**src/rtl/frame_dark_detect_pkg.sv**
```systemverilog
// Shared constants for the frame brightness detector and the downstream sync delay.
package frame_dark_detect_pkg;

   localparam int LAT    = 3;
   localparam int COEF_W = 8;
   localparam int COEF_R = 77;
   localparam int COEF_G = 150;
   localparam int COEF_B = 29;

   typedef struct packed {
      logic vs;
      logic de;
   } sync_t;

endpackage

```
**src/rtl/frame_dark_detect_shift_reg.sv**
```systemverilog
// Clock-enabled delay line of DELAYS stages, synchronous active-high clear.
module shift_reg #(
   parameter int DELAYS = 3,
   parameter int WIDTH  = 2
) (
   input  logic             clk_i,
   input  logic             rst_i,
   input  logic             cen_i,
   input  logic [WIDTH-1:0] d_i,
   output logic [WIDTH-1:0] q_o
);

   logic [WIDTH-1:0] stage [DELAYS];

   always_ff @(posedge clk_i) begin
      if (rst_i) begin
         for (int i = 0; i < DELAYS; i++) stage[i] <= '0;
      end else if (cen_i) begin
         stage[0] <= d_i;
         for (int i = 1; i < DELAYS; i++) stage[i] <= stage[i-1];
      end
   end

   assign q_o = stage[DELAYS-1];

endmodule

```
**src/rtl/frame_dark_detect.sv**
```systemverilog
// Luma pipeline with per-frame bright-pixel count; dark_o asks downstream to
// invert the next frame when the last completed frame was predominantly bright.
module frame_dark_detect
   import frame_dark_detect_pkg::*;
#(
   parameter int WIDTH_C    = 8,
   parameter int THRES_LUMA = 128,
   parameter int THRES_CNT  = 1036800,
   parameter int CNT_W      = 22,
   parameter bit VS_POL     = 1'b1
) (
   input  logic                 clk_i,
   input  logic                 rst_i,
   input  logic                 cen_i,
   input  logic                 de_i,
   input  logic                 vs_i,
   input  logic [3*WIDTH_C-1:0] rgb_i,
   output logic [WIDTH_C-1:0]   luma_o,
   output logic                 bright_o,
   output logic                 dark_o,
   output logic [CNT_W-1:0]     cnt_o,
   output logic                 upd_o
);

   localparam int               PW      = WIDTH_C + COEF_W;
   localparam logic [CNT_W-1:0] CNT_MAX = '1;
   localparam logic [31:0]      THR_L   = 32'(THRES_LUMA);
   localparam logic [31:0]      THR_C   = 32'(THRES_CNT);

   logic [WIDTH_C-1:0] r, g, b;
   logic [PW-1:0]      pr, pg, pb, sum;
   sync_t              sync_in, sync_d;
   logic               vs_act, vs_act_q, boundary;
   logic               armed, upd_q;
   logic [CNT_W-1:0]   counter;

   assign {r, g, b} = rgb_i;

   always_ff @(posedge clk_i) begin
      if (rst_i) begin
         pr     <= '0;
         pg     <= '0;
         pb     <= '0;
         sum    <= '0;
         luma_o <= '0;
      end else if (cen_i) begin
         pr     <= PW'(r) * PW'(COEF_R);
         pg     <= PW'(g) * PW'(COEF_G);
         pb     <= PW'(b) * PW'(COEF_B);
         sum    <= pr + pg + pb;
         luma_o <= sum[PW-1 -: WIDTH_C];
      end
   end

   // de/vs travel alongside the pixel so the count logic sees aligned copies
   assign sync_in = '{vs: vs_i, de: de_i};

   shift_reg #(
      .DELAYS (LAT),
      .WIDTH  ($bits(sync_t))
   ) u_sync (
      .clk_i (clk_i),
      .rst_i (rst_i),
      .cen_i (cen_i),
      .d_i   (sync_in),
      .q_o   (sync_d)
   );

   assign bright_o = sync_d.de & (32'(luma_o) >= THR_L);
   assign vs_act   = (sync_d.vs == VS_POL);
   assign boundary = vs_act & ~vs_act_q;

   // A pixel on the boundary cycle seeds the new frame's count.
   always_ff @(posedge clk_i) begin
      if (rst_i) begin
         vs_act_q <= 1'b0;
         armed    <= 1'b0;
         counter  <= '0;
         cnt_o    <= '0;
         dark_o   <= 1'b0;
         upd_q    <= 1'b0;
      end else if (cen_i) begin
         vs_act_q <= vs_act;
         upd_q    <= 1'b0;
         if (boundary) begin
            counter <= CNT_W'(bright_o);
            armed   <= 1'b1;
            if (armed) begin
               cnt_o  <= counter;
               dark_o <= (32'(counter) > THR_C);
               upd_q  <= 1'b1;
            end
         end else if (bright_o && (counter != CNT_MAX)) begin
            counter <= counter + CNT_W'(1);
         end
      end
   end

   assign upd_o = upd_q & cen_i;

endmodule

```
**config.mk**
```make
export PLATFORM = sky130hd
export DESIGN_NAME = frame_dark_detect
export DESIGN_NICKNAME = d
export VERILOG_FILES = /design/src/rtl/frame_dark_detect_pkg.sv /design/src/rtl/frame_dark_detect_shift_reg.sv /design/src/rtl/frame_dark_detect.sv
export SDC_FILE = /design/constraint.sdc
export NUM_CORES = 1
export LEC_CHECK = 0
export ABC_AREA = 0
export CAP_MARGIN = 20
export CELL_PAD_IN_SITES_DETAIL_PLACEMENT = 0
export CELL_PAD_IN_SITES_GLOBAL_PLACEMENT = 2
export CORE_ASPECT_RATIO = 0.7
export CORE_MARGIN = 2
export CORE_UTILIZATION = 37
export CTS_CLUSTER_SIZE = 40
export DETAILED_ROUTE_END_ITERATION = 10
export HOLD_SLACK_MARGIN = 0.12
export PLACE_DENSITY_LB_ADDON = 0.12
export SETUP_SLACK_MARGIN = 0.2
export SYNTH_ARGS = -nofsm -noshare
export SYNTH_HDL_FRONTEND = slang
export SYNTH_HIERARCHICAL = 1
export SYNTH_SLANG_ARGS = --single-unit
```
**constraint.sdc**
```tcl
create_clock -name clk_i -period 3.84 [get_ports clk_i]
set_input_delay 0.576 -clock clk_i [delete_from_list [all_inputs] [get_ports clk_i]]
set_output_delay 0.576 -clock clk_i [all_outputs]
set_load 0.05 [all_outputs]
```
==> results of run 1 <==
[worst max-delay path, delay by kind of cell]
kind / cells / cell delay, ns
buffers and inverters: 4 / 0.68
AOI/OAI and AO/OA: 4 / 0.53
and+or+nand+nor: 1 / 0.35
adders and majority gates: 5 / 1.61
[metal layers]
layer | track usage | routed length (um) | vias up
met5 | 0 | 0 | -
met4 | 0.0473 | 125 | 0
met3 | 0.0310 | 789 | 12
met2 | 0.241 | 7090 | 133
met1 | 0.317 | 12700 | 3036
li1 | - | - | 3529
[cell usage in the layout, fill, tap and decap left out, types with 4 or more instances in the layout]
master / n
o31ai_1: 8
o21bai_1: 4
edfxtp_1: 6
buf_4: 78
clkbuf_16: 17
nand4_1: 16
nor3_1: 18
or4_1: 4
or3_1: 5
xnor2_1: 13
fa_1: 38
nand2_1: 101
clkinvlp_4: 5
nor2b_1: 9
o211ai_1: 7
clkdlybuf4s50_1: 52
ha_1: 108
o21ai_0: 26
o21a_1: 5
a211oi_1: 13
a21o_1: 10
dfxtp_1: 107
nor2_1: 76
and3_1: 5
nand3_1: 26
a21oi_2: 4
dlymetal6s2s_1: 7
mux2i_1: 32
a21oi_1: 62
ha_4: 7
xor2_1: 7
and3b_1: 6
a31oi_1: 4
o22ai_1: 4
inv_1: 101
o21ai_1: 6
[how the worst max path moves through the flow]
stage                     cells after the start  endpoint      start  slack [ns]
after global placement                       14    pr[14]  rgb_i[20]       -0.36
after global routing                         14    pr[14]  rgb_i[22]        0.18
after detailed placement                     14    pr[14]  rgb_i[20]       -0.37
final                                        14    pg[11]  rgb_i[11]        0.32
after CTS                                    14    pr[14]  rgb_i[20]        0.20
after floorplan                              12    pr[14]  rgb_i[20]        0.28
[state kept, by name, summed over array words and instances, names as in the netlist]
register / cells
armed: 1
cnt_o: 22
counter: 22
dark_o: 1
luma_o: 8
pb: 13
pg: 15
pr: 15
sum: 8
u_sync/stage: 6
upd_q: 1
vs_act_q: 1
[area by class of cell]
cell class | instances | share of cell area
multi-input cells | 688 | 0.531
clock inverters | 12 | 0.0130
inverters | 104 | 0.0378
well taps | 282 | 0.0342
clock buffers | 20 | 0.0433
flip-flops and latches | 113 | 0.225
repair buffers | 137 | 0.116
[stage by stage]
step	instances	utilization	setup TNS, ns	worst slack, ns
after global placement	1323	0.440	-3.83	-0.355
after global routing	1356	0.476	0	0.180
after detailed placement	1323	0.440	-3.71	-0.366
after CTS	1355	0.468	0	0.195
final	1356	0.476	0	0.319
after floorplan	944	-	0	0.280
[repair_timing]
item,in CTS,in global routing
gates resized for setup,4,40
pin swaps,2,23
endpoints found under the hold margin,0,0
setup endpoints to repair,9,17
setup buffers,0,1
hold buffers,0,0
[synthesized netlist by cell type, types with 10 or more instances]
master / count
ha_1: 115
xnor2_1: 14
nor3_1: 18
nand2_1: 101
o21ai_0: 33
clkbuf_1: 26
a21o_1: 10
nor2_1: 78
nand4_1: 16
dfxtp_1: 107
mux2i_1: 32
a211oi_1: 14
a21oi_1: 66
fa_1: 38
inv_1: 104
nand3_1: 27
[power by group]
part / total, W / switching, W / internal, W
logic: 0.00202 / 0.00107 / 0.000955
registers: 0.00143 / 0.000108 / 0.00132
clock network: 0.00157 / 0.000595 / 0.000972
total: 0.00501 / 0.00177 / 0.00324
[logic make-up after synthesis]
family / synth area share
flops: 0.284
xor+xnor: 0.0225
buf+inv: 0.0669
simple gates: 0.173
fa+ha+maj: 0.269
mux: 0.0392
compound gates: 0.145
==> reports/summary.txt, run 1 <==
Max-slew violations: 0
Fmax achieved: 0.284 GHz
Placed Area: 9530 sq um
First-pass GRT wire length: 35.1 mm
TritonCTS clock tree: yes
Synth top area share: 0.262
CTS H-tree depth: 4
Number of synthesized flops with an enable pin: 6
Top FF cell, synth: dfxtp_1
Hold Fails Final Rpt: 0
R2r setup slk: 0.83 ns
Crit-path slowest cell: fa_1
Initial Utilization: 0.377
Power Density: 486 nW/um^2
Reg-to-Reg End: sum[14]
FILL cells: 2139
Root Driver: clkbuf_16
GRT Overall Usage: 0.190
Routability cong.: 0.799
Maximum VDD drop: 0.000361 V
Initial antenna violation count: 0
Reg clk slew, reported paths: 0.06 ns
IO Pins: 62
Register bit total from synthesis: 113
Clk_lat worst skew: 0.42 ns
Vias: 6710
Num CTS Buffers: 17
Synthesis warning total: 6
Clock Skews: 0.0107 ns
Hold Path Depth: 2
Synth cell types: 68
Cell area after synthesis: 8170 sq um
Chip Height: 128 um
CP endpoint kind: flop
Cell taking the most area after synthesis: dfxtp_1
Reg-to-Reg Start: pg[3]
Dpl hpwl: 15.5 mm
Design Area, Final: 10300 sq um
DRT antenna net count: 0
Critical path peak fanout: 4
CP max stage delay: 0.49 ns
Reg2Reg Depth: 10
Hold Path Origin: cnt_o[13]
Nets: 1243
Drt wl/cell: 15.2 um
Slew margin rel.: 0.429
Hold Path Class: reg2reg
Startpoint type of the worst setup path: primary input
Core region area: 21700 sq um
Die X: 182 um
Drc violations: 0
IO Port Bufs: 61
Layout cells sized above 1: 0.135
Tcrit/Tclk final: 0.917
Cell Chain, Critical Path: clkdlybuf4s50_1 > ha_1 > ha_1 > ha_1 > inv_1 > fa_1 > inv_1 > ha_4 > o21ai_1 > o21bai_2 > buf_4 > a2111oi_2 > nor3_1 > o221ai_1
Unrepaired setup endpoints after global routing: true
Max cap viols: 0
FF/Latch Area: 2320 sq um
FP Rows: 45
Clk sinks: 113
Total grt overflow: 0
WHS Endpoint: cnt_o[13]
Post-Syn Nets: 1126
Worst-Margin Slew: 0.850 ns
Total power: 0.00501 W
Status: completed
Leakage power: 4.61 nW
Avg Vias per Cell: 4.95
Tmin final: 3.52 ns
Crit path DAT: 3.78 ns
Crit path top cell by count: ha_1
Worst endpoint required time: 4.10 ns
Critical path class: in2reg
WHS: 0.452 ns
Final wirelength: 20.7 mm
DIE AREA: 23300 sq um
First-pass DRT Iterations: 5
Initial DRC count: 406
Largest net degree at the start of global routing: 77
Post-synthesis sequential area ratio: 0.284
Asr flop ratio synth: 0
Synth-to-Final Area Change: 26.3%
Multi-input gate area: 5480 sq um
Final setup violation count: 0
Syn Area/Cell: 8.65 sq um
Clk buf depth: 2
Cell count after synthesis: 944
Vias in the first global route: 6557
Number of diodes: 0
Synth top area cells: dfxtp_1 26%, ha_1 18%, fa_1 9.3%
No activity file was read; power rests on OpenSTA's default activity.
==> run 2: changes to the inputs <==
--- a/config.mk
+++ b/config.mk
@@ -10,7 +10,6 @@
 export CELL_PAD_IN_SITES_DETAIL_PLACEMENT = 0
 export CELL_PAD_IN_SITES_GLOBAL_PLACEMENT = 2
 export CORE_ASPECT_RATIO = 0.7
-export CORE_MARGIN = 2
 export CORE_UTILIZATION = 37
 export CTS_CLUSTER_SIZE = 40
 export DETAILED_ROUTE_END_ITERATION = 10
==> run 2 against run 1 <==
Die area fell by 2.6%. The run now ends with DRC left. Combinational power barely moved. Non-clock buffer count fell by 4. Global-route usage fell by 0.060 points. Clock power rose by 4%. Power rose by 0.79%. Largest cell class unchanged.
==> reports/summary.txt, run 2 (synthesis results as in run 1) <==
Status: complete, but fails checks
Failing checks: DRC
Leakage power: 4.61 nW (about the same)
Num CTS Buffers: 17 (unchanged)
Final WS setup: 0.308 ns (-0.0105 ns)
Clk_lat worst skew: 0.42 ns (about the same)
Root Driver: clkbuf_16
Sw Pwr: 0.00181 W (+2.6%)
Reg clk slew, reported paths: 0.06 ns (about the same)
Clk buf depth: 2 (unchanged)
Biggest regs: cnt_o x22, counter x22
Synth-to-Final Area Change: 25.9%
Register share of total power: 0.282 (-0.002)
Total grt overflow: 0 (unchanged)
Post-Place Worst Slack: -0.419 ns (-0.0534 ns)
Max-slew violations: 0 (unchanged)
Startpoint type of the worst setup path: primary input
TritonCTS clock tree: yes
Slew margin rel.: 0.399 (-0.0305)
Fin Setup TNS: 0 ns (unchanged)
Chip Height: 126 um (-1.6%)
# hold bufs at CTS: 0 (unchanged)
Routability cong.: 0.820 (+2.6%)
Placed Area: 9500 sq um (-0.31%)
Crit path DAT: 3.79 ns (about the same)
Comb power frac: 0.396 (-0.007)
DIE AREA: 22700 sq um (-2.6%)
GRT Overall Usage: 0.189 (-0.000596)
Dpl hpwl: 15.4 mm (-0.64%)
Hold Path Class: reg2reg
Largest net degree at the start of global routing: 85 (+10%)
Vias in the first global route: 6345 (-3.2%)
Most frequent cells in the layout: 107 x ha_1, 107 x dfxtp_1, 100 x inv_1, 100 x nand2_1, 77 x nor2_1
Vias: 6742 (+0.48%)
Clk sinks: 113 (unchanged)
Final setup violation count: 0 (unchanged)
Die X: 180 um (-1.1%)
Maximum VDD drop: 0.000352 V (-2.7%)
Initial Utilization: 0.377 (unchanged)
Worst-Margin Slew: 0.902 ns (+0.0523 ns)
Worst endpoint required time: 4.10 ns (about the same)
Hold Fails Final Rpt: 0 (unchanged)
Post-Route M1 WL: 12.4 mm (-1.9%)
Initial antenna violation count: 0 (unchanged)
Drc violations: 12 (+12)
First-pass GRT wire length: 34.0 mm (-3.0%)
Layout cells sized above 1: 0.133 (-0.00230)
Met3 routed WL: 732 um (-7.2%)
Core region area: 21700 sq um (unchanged)
Top Layer Used: met4
Internal power: 0.00324 W (-0.20%)
DRT antenna net count: 0 (unchanged)
FP Rows: 45 (unchanged)
Number of diodes: 0 (unchanged)
Clock Skews: 0.00889 ns (-0.00181 ns)
Wire length on met2: 7.23 mm (+2.1%)
Power Density: 491 nW/um^2 (+1.1%)
Unrepaired setup endpoints after global routing: false
Tcrit/Tclk final: 0.920 (+0.00272)
Final wirelength: 20.5 mm (-0.64%)
Fmax achieved: 0.283 GHz (-0.30%)
Nets: 1239 (-0.32%)
CP endpoint kind: flop
Clk pwr share: 0.322 (+0.009)
Critical path peak fanout: 4 (unchanged)
Drt wl/cell: 15.2 um (-0.34%)
CTS H-tree depth: 4 (unchanged)
Total power: 0.00505 W (+0.79%)
IO Port Bufs: 61 (unchanged)
Final Util: 0.475 (-0.00127)
Tmin final: 3.53 ns (+0.0105 ns)
Initial DRC count: 404 (-0.49%)
Critical path class: in2reg
First-pass DRT Iterations: 9 (+4)
Avg Vias per Cell: 4.99 (+0.77%)
Switching share of power: 0.359 (+0.00635)
Design Area, Final: 10300 sq um (-0.27%)
IO Pins: 62 (unchanged)
Max cap viols: 0 (unchanged)
-- run 2: final cells by class --
| type | instances | area [sq um] |
|---|---|---|
| clock buffer | 17 | 425 |
| clock inverter | 15 | 171 |
| fill | 2133 | 11400 |
| inverter | 104 | 390 |
| multi-input combinational | 688 | 5460 |
| timing repair buffer | 133 | 1170 |
| sequential | 113 | 2320 |
| tap | 282 | 353 |
-- run 2: path summary, 6_finish.rpt --
path	to	slack, ns	cells past startpoint	from
setup reg to reg	sum[14]	0.73	10	pg[3]
hold reg to reg	cnt_o[11]	0.45	2	cnt_o[11]
setup / recovery	pg[12]	0.31	13	rgb_i[12]
hold / removal	cnt_o[11]	0.45	2	cnt_o[11]
-- run 2: through the flow --
stage | cells | hold slack [ns]
floorplan | 944 | 0.432
global placement | 1319 | 0.444
detailed placement | 1319 | 0.447
CTS | 1351 | 0.456
global route | 1352 | 0.473
finish | 1352 | 0.453
-- run 2: worst max-delay path: stages --
cell             delay, ns
clkdlybuf4s50_1       0.48
ha_1                  0.23
ha_1                  0.28
inv_1                 0.05
fa_1                  0.45
fa_1                  0.49
inv_1                 0.04
ha_1                  0.29
buf_4                 0.16
a221o_1               0.38
a21oi_2               0.17
or4_1                 0.12
o211ai_1              0.08
-- run 2: what timing repair did --
item,in CTS,in global routing
pin swaps,4,21
setup endpoints to repair,11,17
setup buffers,0,1
resized for setup,8,32
-- run 2: power by group through the flow --
stage                     Sequential (W)  Combinational, W  Clock (W)
after floorplan                  0.00144           0.00124          0
after global placement           0.00145           0.00188          0
after detailed placement         0.00145           0.00187          0
after CTS                        0.00142           0.00194    0.00166
after global routing             0.00144           0.00229    0.00172
final                            0.00142           0.00200    0.00163
-- run 2: layer usage --
layer,vias up,track usage
met2,126,0.244
met3,9,0.0353
met4,0,0.0426
li1,3516,-
met1,3091,0.310
met5,-,0
